**config.mk**
```make
export PLATFORM = sky130hd
export DESIGN_NAME = seg_digit_counter
export DESIGN_NICKNAME = d
export VERILOG_FILES = /design/src/rtl/seg_pkg.sv /design/src/rtl/seg_prescaler.sv /design/src/rtl/seg_digit_counter.sv
export SDC_FILE = /design/constraint.sdc
export NUM_CORES = 1
export LEC_CHECK = 0
export ABC_AREA = 0
export CORE_MARGIN = 2
export CORE_UTILIZATION = 40
export DETAILED_ROUTE_END_ITERATION = 8
export HOLD_SLACK_MARGIN = 0.02
export SLEW_MARGIN = 20
export SYNTH_ARGS = -nofsm -noshare
export SYNTH_HDL_FRONTEND = slang
export SYNTH_SLANG_ARGS = --single-unit
```
**constraint.sdc**
```tcl
create_clock -name clk -period 7.2 [get_ports clk]
set_input_delay 0.72 -clock clk [delete_from_list [all_inputs] [get_ports clk]]
set_output_delay 0.72 -clock clk [all_outputs]
set_load 0.005 [all_outputs]
```
**src/rtl/seg_pkg.sv**
```systemverilog
// Shared definitions for the 7-segment digit path.
// Holds the digit width used by both the counter and the decoder,
// the decimal/hex maximum digit values, the counting direction encoding
// and the load clamp helper.
package seg_pkg;

  localparam int DIGIT_W  = 4;
  localparam int MAX_DEC  = 9;
  localparam int MAX_HEX  = 15;

  localparam logic DIR_UP   = 1'b1;
  localparam logic DIR_DOWN = 1'b0;

  // Values above the configured maximum are clamped so they can never
  // be presented to the decoder.
  function automatic logic [DIGIT_W-1:0] clamp_digit(
    input logic [DIGIT_W-1:0] value,
    input logic [DIGIT_W-1:0] max_digit
  );
    return (value > max_digit) ? max_digit : value;
  endfunction

endpackage

```
**src/rtl/seg_prescaler.sv**
```systemverilog
// Programmable prescaler: divides clk into a periodic single-cycle tick.
// Ports:
//   clk, reset    - clock, asynchronous active-high reset
//   en            - count enable; low holds the counter
//   clear         - restart the period from zero, suppressing any due tick
//   compare_load  - capture compare_in (0 is treated as 1) as the new period
//   compare_in    - new period in clk cycles
//   step          - combinational: a tick is issued on the coming edge
//   tick          - registered one-cycle tick pulse
module seg_prescaler
  import seg_pkg::*;
#(
  parameter int PRESCALE_W      = 24,
  parameter int DEFAULT_COMPARE = 10000000
) (
  input  logic                  clk,
  input  logic                  reset,
  input  logic                  en,
  input  logic                  clear,
  input  logic                  compare_load,
  input  logic [PRESCALE_W-1:0] compare_in,
  output logic                  step,
  output logic                  tick
);

  logic [PRESCALE_W-1:0] cnt_q, cnt_d;
  logic [PRESCALE_W-1:0] cmp_q, cmp_d;
  logic [PRESCALE_W-1:0] new_cmp;
  logic                  due_old, due_new;
  logic                  tick_q;

  assign new_cmp = (compare_in == '0) ? PRESCALE_W'(1) : compare_in;

  // A tick is due either at the end of the current period, or, on a
  // compare update, at the end of the new period when the counter is
  // already sitting on its last count.
  assign due_old = en && (cnt_q == cmp_q - PRESCALE_W'(1));
  assign due_new = en && compare_load && (cnt_q == new_cmp - PRESCALE_W'(1));

  always_comb begin
    cnt_d = cnt_q;
    cmp_d = cmp_q;
    step  = 1'b0;
    if (compare_load) cmp_d = new_cmp;
    if (clear) begin
      cnt_d = '0;
    end else if (due_old || due_new) begin
      cnt_d = '0;
      step  = 1'b1;
    end else if (compare_load && (cnt_q >= new_cmp)) begin
      // Counter already past the shortened period: restart without a tick.
      cnt_d = '0;
    end else if (en) begin
      cnt_d = cnt_q + PRESCALE_W'(1);
    end
  end

  always_ff @(posedge clk or posedge reset) begin
    if (reset) begin
      cnt_q  <= '0;
      cmp_q  <= PRESCALE_W'(DEFAULT_COMPARE);
      tick_q <= 1'b0;
    end else begin
      cnt_q  <= cnt_d;
      cmp_q  <= cmp_d;
      tick_q <= step;
    end
  end

  assign tick = tick_q;

endmodule

```
**src/rtl/seg_digit_counter.sv**
```systemverilog
// Single-digit up/down counter feeding the 7-segment decoder.
// A prescaler tick steps the digit up or down with wrap-around at
// 0 / MAX_DIGIT. Digit, tick and wrap are registered and change together.
// Ports:
//   clk, reset    - clock, asynchronous active-high reset
//   en            - count enable
//   up_down       - 1 up, 0 down
//   load          - load digit (clamped to MAX_DIGIT), restart prescaler
//   load_value    - value captured on load
//   compare_load  - update prescaler period from compare_in
//   compare_in    - new prescaler period
//   digit         - current digit
//   tick          - pulse on every digit step
//   wrap          - pulse on a wrapping step
module seg_digit_counter
  import seg_pkg::*;
#(
  parameter int PRESCALE_W      = 24,
  parameter int DEFAULT_COMPARE = 10000000,
  parameter int MAX_DIGIT       = MAX_DEC
) (
  input  logic                  clk,
  input  logic                  reset,
  input  logic                  en,
  input  logic                  up_down,
  input  logic                  load,
  input  logic [DIGIT_W-1:0]    load_value,
  input  logic                  compare_load,
  input  logic [PRESCALE_W-1:0] compare_in,
  output logic [DIGIT_W-1:0]    digit,
  output logic                  tick,
  output logic                  wrap
);

  localparam logic [DIGIT_W-1:0] MAX_D = DIGIT_W'(MAX_DIGIT);

  logic [DIGIT_W-1:0] digit_q, digit_d;
  logic               wrap_q, wrap_d;
  logic               step;

  seg_prescaler #(
    .PRESCALE_W      (PRESCALE_W),
    .DEFAULT_COMPARE (DEFAULT_COMPARE)
  ) u_prescaler (
    .clk          (clk),
    .reset        (reset),
    .en           (en),
    .clear        (load),
    .compare_load (compare_load),
    .compare_in   (compare_in),
    .step         (step),
    .tick         (tick)
  );

  always_comb begin
    digit_d = digit_q;
    wrap_d  = 1'b0;
    if (load) begin
      digit_d = clamp_digit(load_value, MAX_D);
    end else if (step) begin
      case (up_down)
        DIR_UP: begin
          if (digit_q >= MAX_D) begin
            digit_d = '0;
            wrap_d  = 1'b1;
          end else begin
            digit_d = digit_q + DIGIT_W'(1);
          end
        end
        DIR_DOWN: begin
          if (digit_q == '0) begin
            digit_d = MAX_D;
            wrap_d  = 1'b1;
          end else begin
            digit_d = digit_q - DIGIT_W'(1);
          end
        end
      endcase
    end
  end

  always_ff @(posedge clk or posedge reset) begin
    if (reset) begin
      digit_q <= '0;
      wrap_q  <= 1'b0;
    end else begin
      digit_q <= digit_d;
      wrap_q  <= wrap_d;
    end
  end

  assign digit = digit_q;
  assign wrap  = wrap_q;

endmodule
```
# Word level (Yosys, flattened, before mapping)
# Cells that the tools add are included.
# op_classes
bitwise_logic	1
n_lt_le_gt_ge	3
add_sub_neg	5
n_eq_ne	2
muxes	18
reduce_logical	9
# ops
cell	n
two-way mux 24 bit	5
== test 24 bit	2
subtractor 24 x 1 -> 24 bit, second input constant	2
adder 24 x 1 -> 24 bit, second input constant	1
greater-or-equal comparator 24 bit	1
zero test 24 bit	1
two-way mux 4 bit	5
case mux 4 bit (2 select lines)	1
two-way mux 1 bit	6
adder 4 x 1 -> 4 bit, second input constant	1
greater-or-equal comparator 4 bit, second input constant	1
greater-than comparator 4 bit, second input constant	1
logical AND 1 bit	4
zero test 4 bit	1
nonzero test 4 bit	1
subtractor 4 x 1 -> 4 bit, second input constant	1
case mux 1 bit (2 select lines)	1
nonzero test 2 bit	1
logical OR 1 bit	1
inverter 1 bit	1
# word_totals
input_bits	34
ff_bits	54
word_cells	43

# Logic depth before layout (Yosys ltp)
# depth
ltp_word	10
depth_mapped	16
mapped_depth_nobuf	14

# By module
# Synthesis repeated with hierarchy kept, for this count alone.
# hier_totals
hier_cells	656
hier_area_um2	5323.9
# modules_own_cells
module	area_per_inst_um2	instances	cells_per_inst
seg_prescaler	4829.6	1	599
seg_digit_counter	494.2	1	57

# Worst setup path after synthesis
# No wires, ideal clock.
# synth_path
kind	input to register
startpoint	input compare_in[19]
endpoint	register digit_q[1], in the netlist digit[1]
t_arrival_ns	3.920
required_ns	7.062
setup_slack_ns	3.143
cell_stages	14
path_buffers	1
path_cell_list	clkbuf_1 -> nor4_1 -> and4_1 -> a21oi_1 -> ha_1 -> nor4b_1 -> nand4_1 -> or4_1 -> a221oi_1 -> nand4_1 -> nor4b_2 -> o2bb2ai_1 -> mux2i_1 -> o22ai_1
# synth_via
elab_chain_cells	9
# synth_lines
item	line	source
from (decl)	seg_digit_counter.sv:29	input logic [PRESCALE_W-1:0] compare_in,
zero test 24 bit	seg_prescaler.sv:32	assign new_cmp = (compare_in == '0) ? PRESCALE_W'(1) : compare_in;
two-way mux 24 bit (*)	seg_prescaler.sv:32	
subtractor 24 x 1 -> 24 bit (*)	seg_prescaler.sv:38	assign due_new = en && compare_load && (cnt_q == new_cmp - PRESCALE_W'(1));
== test 24 bit (*)	seg_prescaler.sv:38	
logical AND 1 bit (*)	seg_prescaler.sv:38	
logical OR 1 bit (*)	seg_prescaler.sv:47	end else if (due_old || due_new) begin
two-way mux 1 bit (*)	seg_prescaler.sv:47	
two-way mux 1 bit (*)	seg_prescaler.sv:45	if (clear) begin
nonzero test 2 bit (no source line) (*)	n/a	
to (signal assigned)	seg_digit_counter.sv:87	digit_q <= digit_d;
to (decl)	seg_digit_counter.sv:37	logic [DIGIT_W-1:0] digit_q, digit_d;
# Every way passes the cells marked *; elsewhere a longest branch is shown, timed or not.
# A chain may end at the register's enable or synchronous reset.

# Worst setup path in the final report
# layout_path
startpoint	input compare_in[9]
endpoint	register digit_q[3], in the netlist digit[3]
# The elaborated chain is that of the path after synthesis.

==> results.yml <==
outcome:
  status: "finished, final reports clean"
route:
  routed_wl_um: 14600
  firstDrtPassIters: 5
  num_vias: 4800
  vias_per_cell: 5.80
  wl_per_cell_um: 17.7
  ant_nets: 0
  drc: 0
  drt_iter0_markers: 340
timing:
  clock_skew_ns: 0.00570
  worstMarginPinSlew_ns: 0.879
  fin_crit_ns: 5.05
  slew_headroom: 0.412
  hold_viol: 0
  fin_setup_tns_ns: 0
  drv_slew: 0
  period_share: 0.702
  rsz0062_at_grt: "no"
  setup_violations: 0
  max_freq_ghz: 0.198
floorplanning:
  die_w_um: 119
  core_mm2: 0.0131
  die_area_mm2: 0.0142
  ios: 40
  start_util: 0.406
  rows: 42
  fp.dieH_um: 119
cts:
  clock_latency_ns: 0.30
  post-cts-setup-buffers: 0
  cts_root_buffer: "clkbuf_16"
  cts_tree: "built"
  clk_path_buf_depth: 2
  cts_hold_buf: 0
  cts_sinks: 54
  clkTransAtPathRegs_ns: 0.08
  cts_resized: 0
  numCtsBuffers: 5
  htree_num_levels: 2
final_layout:
  antenna_cells: 0
  final_cell_mix: "nor2_1 (50), xnor2_1 (46), dfrtp_1 (46), nand2_1 (41), inv_1 (41)"
  drive_above_1_share: 0.0966
  fin_area_mm2: 0.00592
  final_core_util: 0.453
  seqCellArea_mm2: 0.00136
  layout_commonest_cell: "nor2_1"
  nNetsFinal: 715
  stdcell_count: 828
  multi_input_area_mm2: 0.00360
  fillers: 1258
  area_growth_pct: 11.5
power:
  p_sw_frac: 0.373
  p_int_w: 0.000612
  vdd_drop_max_uv: 82.3
  p_leak_nw: 2.35
  power_w: 0.000976
  power.density_mw_per_mm2: 165
  pwr-share-seq: 0.424
  p_switching_w: 0.000364
  pwr-share-clk: 0.265
  comb_power_share: 0.311
worst_setup_path:
  end_kind: "flop"
  r2r_cells: 13
  crit_type: "input pin to flop"
  cp_data_required_time_ns: 7.37
  arrival_ns: 5.22
  r2r_start: "u_prescaler.cmp_q[0]"
  reg2reg_to: "digit[3]"
  cp-start-kind: "input pin"
  reg2reg_slack_ns: 3.47
  path_max_fanout: 22
synth:
  synthSimpleGateAreaFrac: 0.292
  synth_top_area_cell: "dfrtp_1"
  synth.distinct_cells: 68
  synthAdderAreaFrac: 0.0707
  async_flop_share: 1.00
  synth_mux_area_frac: 0.0478
  ys_ff_latch: 54
  synth_compound_gate_area_share: 0.146
  yosysTopAreaCellShare: 0.217
  synth_area_leaders: "dfrtp_1 (22%), xnor2_1 (7.6%), ha_1 (7.1%)"
  syn_area_per_cell_um2: 8.28
  yosysWarnings: 0
  synthesis.nets: 705
  synth_top_flop_cell: "dfrtp_1"
  ys_seq_area_frac: 0.256
  synthXorXnorAreaFrac: 0.122
  synth_area_mm2: 0.00531
  synth_top_family_by_area: "simple AND/OR/NAND/NOR gates"
  synth_edf_count: 0
  syn_inst: 641
global_routing:
  grt_pass1_wl_um: 23800
  antenna_found_initial: 0
  grt_use_total: 0.209
  grt_pass1_vias: 4665
  grt_max_degree: 55
  grt-ovfl-total: 0
placed_design:
  hpwl_um: 11500
  place_congestion: 0.934
  dp_cells: 820
  placed_area_mm2: 0.00577
  portBuffers: 39
hold_path:
  hold_depth: 2
  min-delay-start: "u_prescaler.cmp_q[19]"
  holdPathEnd: "u_prescaler.cmp_q[19]"
  hold_class: "flop to flop"
flow_run:
  maxCapViolCount: 0
[flip-flops by register name (all words and copies together), names as in the netlist]
register           flops
digit                  4
u_prescaler.cnt_q     24
wrap                   1
u_prescaler.cmp_q     24
u_prescaler.tick       1
[critical path, cell delays in order]
cell and delay [ns]:
clkdlybuf4s50_1 0.73, nor4_2 0.17, and4_1 0.23, a21oi_1 0.27, ha_1 0.28, nor4b_1 0.51, nand4_1 0.32, or4_1 0.58
a211o_1 0.31, nor4_1 0.21, a32oi_1 0.14, buf_4 0.25, a2111oi_0 0.39, a221oi_1 0.09
[cell usage after synthesis (all sizes together) (10+ instances only)]
cell and number:
nor2 50, dfrtp 46, xnor2 46, inv 42, nand2 42, clkbuf 34
ha 30, nand3 29, nand4 29, xor2 28, mux2 19, nor3 17
o21ai 17, a21oi 16, nand3b 14, nor4 14, nor2b 11, o211ai 10
[stage by stage]
step | setup slack (ns) | hold slack [ns]
after global routing | 1.90 | 0.597
after global placement | 2.05 | 0.541
final | 2.15 | 0.553
after CTS | 2.19 | 0.555
after floorplan | 3.14 | 0.515
after detailed placement | 1.89 | 0.544
[per-layer routing]
| metal | track usage | wire length, um | share of wire |
|---|---|---|---|
| met2 | 0.353 | 7010 | 0.48 |
| met5 | 0 | 0 | 0 |
| met3 | 0.0283 | 645 | 0.044 |
| met1 | 0.279 | 6680 | 0.46 |
| met4 | 0.0625 | 284 | 0.019 |
[area by class of cell]
class | instances | area share
clock buffers | 5 | 0.0211
well taps | 176 | 0.0372
flip-flops and latches | 54 | 0.230
repair buffers | 44 | 0.0723
inverters | 42 | 0.0266
clock inverters | 3 | 0.00444
multi-input cells | 504 | 0.608
[cells by family after synthesis]
logic type | after synthesis
muxes | 23
xor gates and xnor gates | 74
adders and majority gates | 30
buffers and inverters | 83
AOI/OAI and AO/OA | 106
and+or+nand+nor | 271
DFF | 54
[worst max-delay path by stage]
| stage | from | depth (start not counted) | endpoint | slack, ns |
|---|---|---|---|---|
| detailed placement | compare_in[9] | 14 | digit[3] | 1.89 |
| finish | compare_in[9] | 14 | digit[3] | 2.15 |
| floorplan | compare_in[19] | 14 | digit[1] | 3.14 |
| CTS | compare_in[9] | 14 | digit[3] | 2.19 |
| global placement | compare_in[9] | 14 | digit[3] | 2.05 |
| global route | compare_in[9] | 14 | digit[3] | 1.90 |
[power by group through the flow]
stage               logic, W  clock network, W  registers (W)
global placement    0.000295                 0       0.000416
floorplan           0.000253                 0       0.000371
detailed placement  0.000302                 0       0.000420
finish              0.000303          0.000259       0.000414
global route        0.000340          0.000278       0.000423
CTS                 0.000304          0.000267       0.000414
No activity file was read; power rests on OpenSTA's default activity.
